<file path="src/rtl/rf_ctrl.sv">
// rf_ctrl: decodes RV64 LD/SD words and drives the rf load/store port for EXEC_CYCLES cycles.
// Optional op counters (n_loads/n_stores) are built when RF_CTRL_CNT_EN is defined.
module rf_ctrl #(
    parameter int unsigned EXEC_CYCLES = 1,
    parameter int unsigned CNT_W       = 16
) (
    input  logic        clk,
    input  logic        rst_n,
    input  logic        instr_valid,
    output logic        instr_ready,
    input  logic [31:0] instr,
    output logic        enable,
    output logic        load_store,
    output logic [4:0]  a,
    output logic [4:0]  b,
    output logic [4:0]  w,
    output logic [63:0] din,
    output logic        done,
    output logic        err
`ifdef RF_CTRL_CNT_EN
    ,
    output logic [CNT_W-1:0] n_loads,
    output logic [CNT_W-1:0] n_stores
`endif
);

    typedef enum logic [2:0] {
        S_IDLE,
        S_DECODE,
        S_EXEC,
        S_DONE,
        S_ERR
    } state_e;

    typedef logic [CNT_W-1:0] cnt_t;

    localparam int unsigned EW     = (EXEC_CYCLES > 1) ? $clog2(EXEC_CYCLES) : 1;
    localparam logic [6:0]  OP_LD  = 7'b0000011;
    localparam logic [6:0]  OP_SD  = 7'b0100011;
    localparam logic [2:0]  F3_DW  = 3'b011;

    state_e         state_q, state_d;
    logic [EW-1:0]  exec_cnt_q, exec_cnt_d;
    logic [31:0]    instr_q, instr_d;
    logic           enable_q, enable_d;
    logic           load_store_q, load_store_d;
    logic [4:0]     a_q, a_d;
    logic [4:0]     b_q, b_d;
    logic [4:0]     w_q, w_d;
    logic [63:0]    din_q, din_d;
    logic           done_q, done_d;
    logic           err_q, err_d;
    logic           is_ld, is_sd;

    assign is_ld = (instr_q[14:12] == F3_DW) && (instr_q[6:0] == OP_LD);
    assign is_sd = (instr_q[14:12] == F3_DW) && (instr_q[6:0] == OP_SD);

    // enable/done/err are registered images of the state, so they trail it by one cycle.
    always_comb begin
        // NOTE: every signal written here gets a default first so no latch is inferred.
        state_d      = state_q;
        exec_cnt_d   = exec_cnt_q;
        instr_d      = instr_q;
        load_store_d = load_store_q;
        a_d          = a_q;
        b_d          = b_q;
        w_d          = w_q;
        din_d        = din_q;
        enable_d     = (state_q == S_EXEC);
        done_d       = (state_q == S_DONE);
        err_d        = (state_q == S_ERR);

        case (state_q)
            S_IDLE: begin
                if (instr_valid) begin
                    instr_d = instr;
                    state_d = S_DECODE;
                end
            end
            S_DECODE: begin
                exec_cnt_d = '0;
                if (is_ld) begin
                    load_store_d = 1'b1;
                    a_d          = 5'd0;
                    b_d          = instr_q[19:15];
                    w_d          = instr_q[11:7];
                    din_d        = {{52{instr_q[31]}}, instr_q[31:20]};
                    state_d      = S_EXEC;
                end else if (is_sd) begin
                    load_store_d = 1'b0;
                    a_d          = instr_q[24:20];
                    b_d          = instr_q[19:15];
                    w_d          = 5'd0;
                    din_d        = {{52{instr_q[31]}}, instr_q[31:25], instr_q[11:7]};
                    state_d      = S_EXEC;
                end else begin
                    state_d = S_ERR;
                end
            end
            S_EXEC: begin
                if (exec_cnt_q == EW'(EXEC_CYCLES - 1)) begin
                    state_d = S_DONE;
                end else begin
                    exec_cnt_d = exec_cnt_q + EW'(1);
                end
            end
            S_DONE:  state_d = S_IDLE;
            S_ERR:   state_d = S_IDLE;
            default: state_d = S_IDLE;
        endcase
    end

    always_ff @(posedge clk or negedge rst_n) begin
        if (!rst_n) begin
            state_q      <= S_IDLE;
            exec_cnt_q   <= '0;
            instr_q      <= '0;
            enable_q     <= 1'b0;
            load_store_q <= 1'b0;
            a_q          <= '0;
            b_q          <= '0;
            w_q          <= '0;
            din_q        <= '0;
            done_q       <= 1'b0;
            err_q        <= 1'b0;
        end else begin
            // NOTE: non-blocking assignments so every flop samples pre-edge values.
            state_q      <= state_d;
            exec_cnt_q   <= exec_cnt_d;
            instr_q      <= instr_d;
            enable_q     <= enable_d;
            load_store_q <= load_store_d;
            a_q          <= a_d;
            b_q          <= b_d;
            w_q          <= w_d;
            din_q        <= din_d;
            done_q       <= done_d;
            err_q        <= err_d;
        end
    end

    assign instr_ready = (state_q == S_IDLE);
    assign enable      = enable_q;
    assign load_store  = load_store_q;
    assign a           = a_q;
    assign b           = b_q;
    assign w           = w_q;
    assign din         = din_q;
    assign done        = done_q;
    assign err         = err_q;

`ifdef RF_CTRL_CNT_EN
    cnt_t n_loads_q, n_loads_d;
    cnt_t n_stores_q, n_stores_d;

    // load_store_q still holds the completed op's type during DONE.
    always_comb begin
        n_loads_d  = n_loads_q;
        n_stores_d = n_stores_q;
        if (state_q == S_DONE) begin
            if (load_store_q) begin
                n_loads_d = n_loads_q + cnt_t'(1);
            end else begin
                n_stores_d = n_stores_q + cnt_t'(1);
            end
        end
    end

    always_ff @(posedge clk or negedge rst_n) begin
        if (!rst_n) begin
            n_loads_q  <= '0;
            n_stores_q <= '0;
        end else begin
            n_loads_q  <= n_loads_d;
            n_stores_q <= n_stores_d;
        end
    end

    assign n_loads  = n_loads_q;
    assign n_stores = n_stores_q;
`endif

endmodule

</file>
<file path="config.mk">
export PLATFORM = sky130hd
export DESIGN_NAME = rf_ctrl
export DESIGN_NICKNAME = d
export VERILOG_FILES = /design/src/rtl/rf_ctrl.sv
export SDC_FILE = /design/constraint.sdc
export NUM_CORES = 1
export LEC_CHECK = 0
export CAP_MARGIN = 20
export CORE_MARGIN = 10
export CORE_UTILIZATION = 44
export CTS_CLUSTER_DIAMETER = 100
export DETAILED_ROUTE_END_ITERATION = 7
export GPL_ROUTABILITY_DRIVEN = 0
export PLACE_DENSITY = 0.87
export SETUP_SLACK_MARGIN = 0.4
export SYNTH_ARGS = -nofsm -noshare
export SYNTH_HDL_FRONTEND = slang
export SYNTH_SLANG_ARGS = --single-unit
</file>
<file path="constraint.sdc">
create_clock -name clk -period 2.3 [get_ports clk]
set_clock_uncertainty 0.15 [all_clocks]
set_input_delay 0.46 -clock clk [delete_from_list [all_inputs] [get_ports clk]]
set_output_delay 0.46 -clock clk [all_outputs]
set_load 0.02 [all_outputs]
</file>
==> qor.yml <==
finalWirelength_um: 6690
globalRouteOverflowTotal: 0
worst_pin_slew_ns: 0.597
critical_path.max_fanout: 39
drc: 0
fillers: 576
mostFrequentLayoutCell: "dlygate4sd2_1"
grt_max_degree: 45
ys_seq_elements: 66
leakage_nw: 2.19
cts_buffers: 9
path_class: "flop to output port"
hold_viol_final: 0
cts.sinks: 66
netlist-cell-type-count: 25
grt_use_total: 0.125
first_pass_iters: 3
yosysSeqAreaShare: 0.546
hold_slack_ns: 0.338
arrival_ns: 1.26
initial_core_util: 0.448
synthCells: 222
slowest_stage: "dfrtp_2"
p_per_area_nw_per_um2: 761
antenna_found_initial: 0
port_buffers: 118
switching_power_mw: 0.877
min_path_type: "flop to flop"
setup_tns_ns: 0
cts_tree: "built"
peakVddDrop_mv: 0.513
synth_area_per_cell_um2: 13.6
via_count: 1821
setup_viol: 0
antenna_left: 0
min_period_ns: 1.87
die_area_um2: 10600
slowest_delay_ns: 0.39
fmax_ghz: 0.536
drv_slew: 0
antenna_cells: 0
cp.required_ns: 1.69
power.share.switching: 0.283
final_cell_mix: "dlygate4sd2_1, dfrtp_1, mux2_2, clkdlybuf4s50_1, clkdlybuf4s15_1"
dieWidth_um: 103
r2r_setup_slack_ns: 0.54
die_y_um: 103
row_count: 30
grt_pass1_vias: 1937
power_mw: 3.09
p_seq_frac: 0.477
ios: 119
status: "finished clean"
path_cells: "buf_12 > dlygate4sd2_1"
max_slew_margin: 0.602
grt_pass1_wl_um: 10000
cts.path.max_buffers: 2
drive_above_1_share: 0.297
nets: 333
clk_pin_slew_ns: 0.07
cts-root-buf: "clkbuf_8"
finalCritPeriodShare: 0.812
synth_warnings: 0
synth.net_count: 257
clk_latency_ns: 0.34
rsz0062_at_grt: "true"
syn_area_um2: 3030
cap_violations: 0
dp_cells: 366
dp_hpwl_um: 5090
endpoint_kind: "output port"
layout.cells.non_filler: 383
startpoint_type: "flop"
via_per_inst: 4.75
intPower_mw: 2.22
clkPwrFrac: 0.315
syn_to_final_growth_pct: 34.3
wl_per_cell_um: 17.5
htreeDepth: 3
coreArea_um2: 6760
drt_iter0_markers: 33
comb_power_share: 0.209
## power by group through the flow
stage | logic (mW) | clock network [mW] | registers [mW]
floorplan | 0.460 | 0 | 1.48
global placement | 0.687 | 0 | 1.49
detailed placement | 0.709 | 0 | 1.50
CTS | 0.658 | 1.00 | 1.48
global route | 0.702 | 1.06 | 1.50
finish | 0.645 | 0.973 | 1.47
## repair_timing
item                       4_1_cts  5_1_grt
setup endpoints to repair       82       55
hold buffers                     1        0
gates resized for setup         82       22
hold endpoints to repair        22        0
buffers inserted                 0        0
## layout make-up
cell class	count	area, um^2	share of cell area
clock inverter	7	77.6	0.0191
multi-input combinational	89	898	0.221
clock buffer	9	124	0.0305
timing repair buffer	126	1190	0.292
inverter	6	22.5	0.00554
tap	80	100	0.0246
sequential	66	1650	0.407
## cells in the mapped netlist
master / count / area, um^2
nor3b_1: 2 / 15.0
buf_6: 2 / 22.5
and2_1: 2 / 12.5
clkbuf_1: 2 / 7.51
and3b_1: 1 / 8.76
nor3_1: 1 / 5.00
and4bb_2: 1 / 12.5
buf_2: 1 / 5.00
mux2_1: 1 / 11.3
nor2b_1: 5 / 31.3
mux2_2: 55 / 619
buf_4: 55 / 413
nand2_1: 5 / 18.8
nor3b_2: 1 / 12.5
mux2i_1: 6 / 60.1
nor2_1: 1 / 3.75
dfrtp_1: 66 / 1650
nand4_1: 1 / 6.26
nor4b_2: 1 / 15.0
nor3_2: 1 / 10.0
nand2b_1: 1 / 6.26
nand3_1: 1 / 5.00
inv_1: 6 / 22.5
clkbuf_2: 1 / 5.00
mux2_4: 3 / 45.0
## final timing paths
kind                              from          end  cells after the start
max reg2reg                instr_q[14]       din[8]                      4
min reg2reg                instr_q[15]  instr_q[15]                      1
min in group asynchronous        rst_n      din[10]                      2
max in group asynchronous        rst_n  instr_q[25]                      3
min                        instr_q[15]  instr_q[15]                      1
max                            din[62]      din[33]                      2
## worst max-delay path: cells and delay by family (launching register included)
| kind | cells | cell delay [ns] |
|---|---|---|
| flip-flops | 1 | 0.39 |
| buffers and inverters | 2 | 0.54 |
## flip-flops by register name, indices dropped and copies added (netlist names)
register	count
state_q	3
din	12
err	1
w	5
load_store	1
a	5
enable	1
b	5
instr_q	32
done	1
## kinds of logic (layout without fill, tap and decap cells)
kind of cell / after synthesis / count (layout) / synth area share
buffers and inverters: 67 / 148 / 0.157
DFF: 66 / 66 / 0.546
muxes: 65 / 65 / 0.243
and+or+nand+nor: 24 / 24 / 0.0538
## through the flow
stage	worst slack (ns)	area (um^2)	util
finish	0.433	4060	0.601
detailed placement	0.313	3940	0.583
floorplan	0.421	3030	-
global route	0.368	4060	0.601
CTS	0.305	4050	0.599
global placement	0.356	3940	0.583
## routing by layer
layer  GRT usage  share of wire
met3      0.0496          0.093
met1       0.126           0.37
met2       0.219           0.52
met5           0              0
met4      0.0663          0.014
Power figures use the tool's default switching activity.
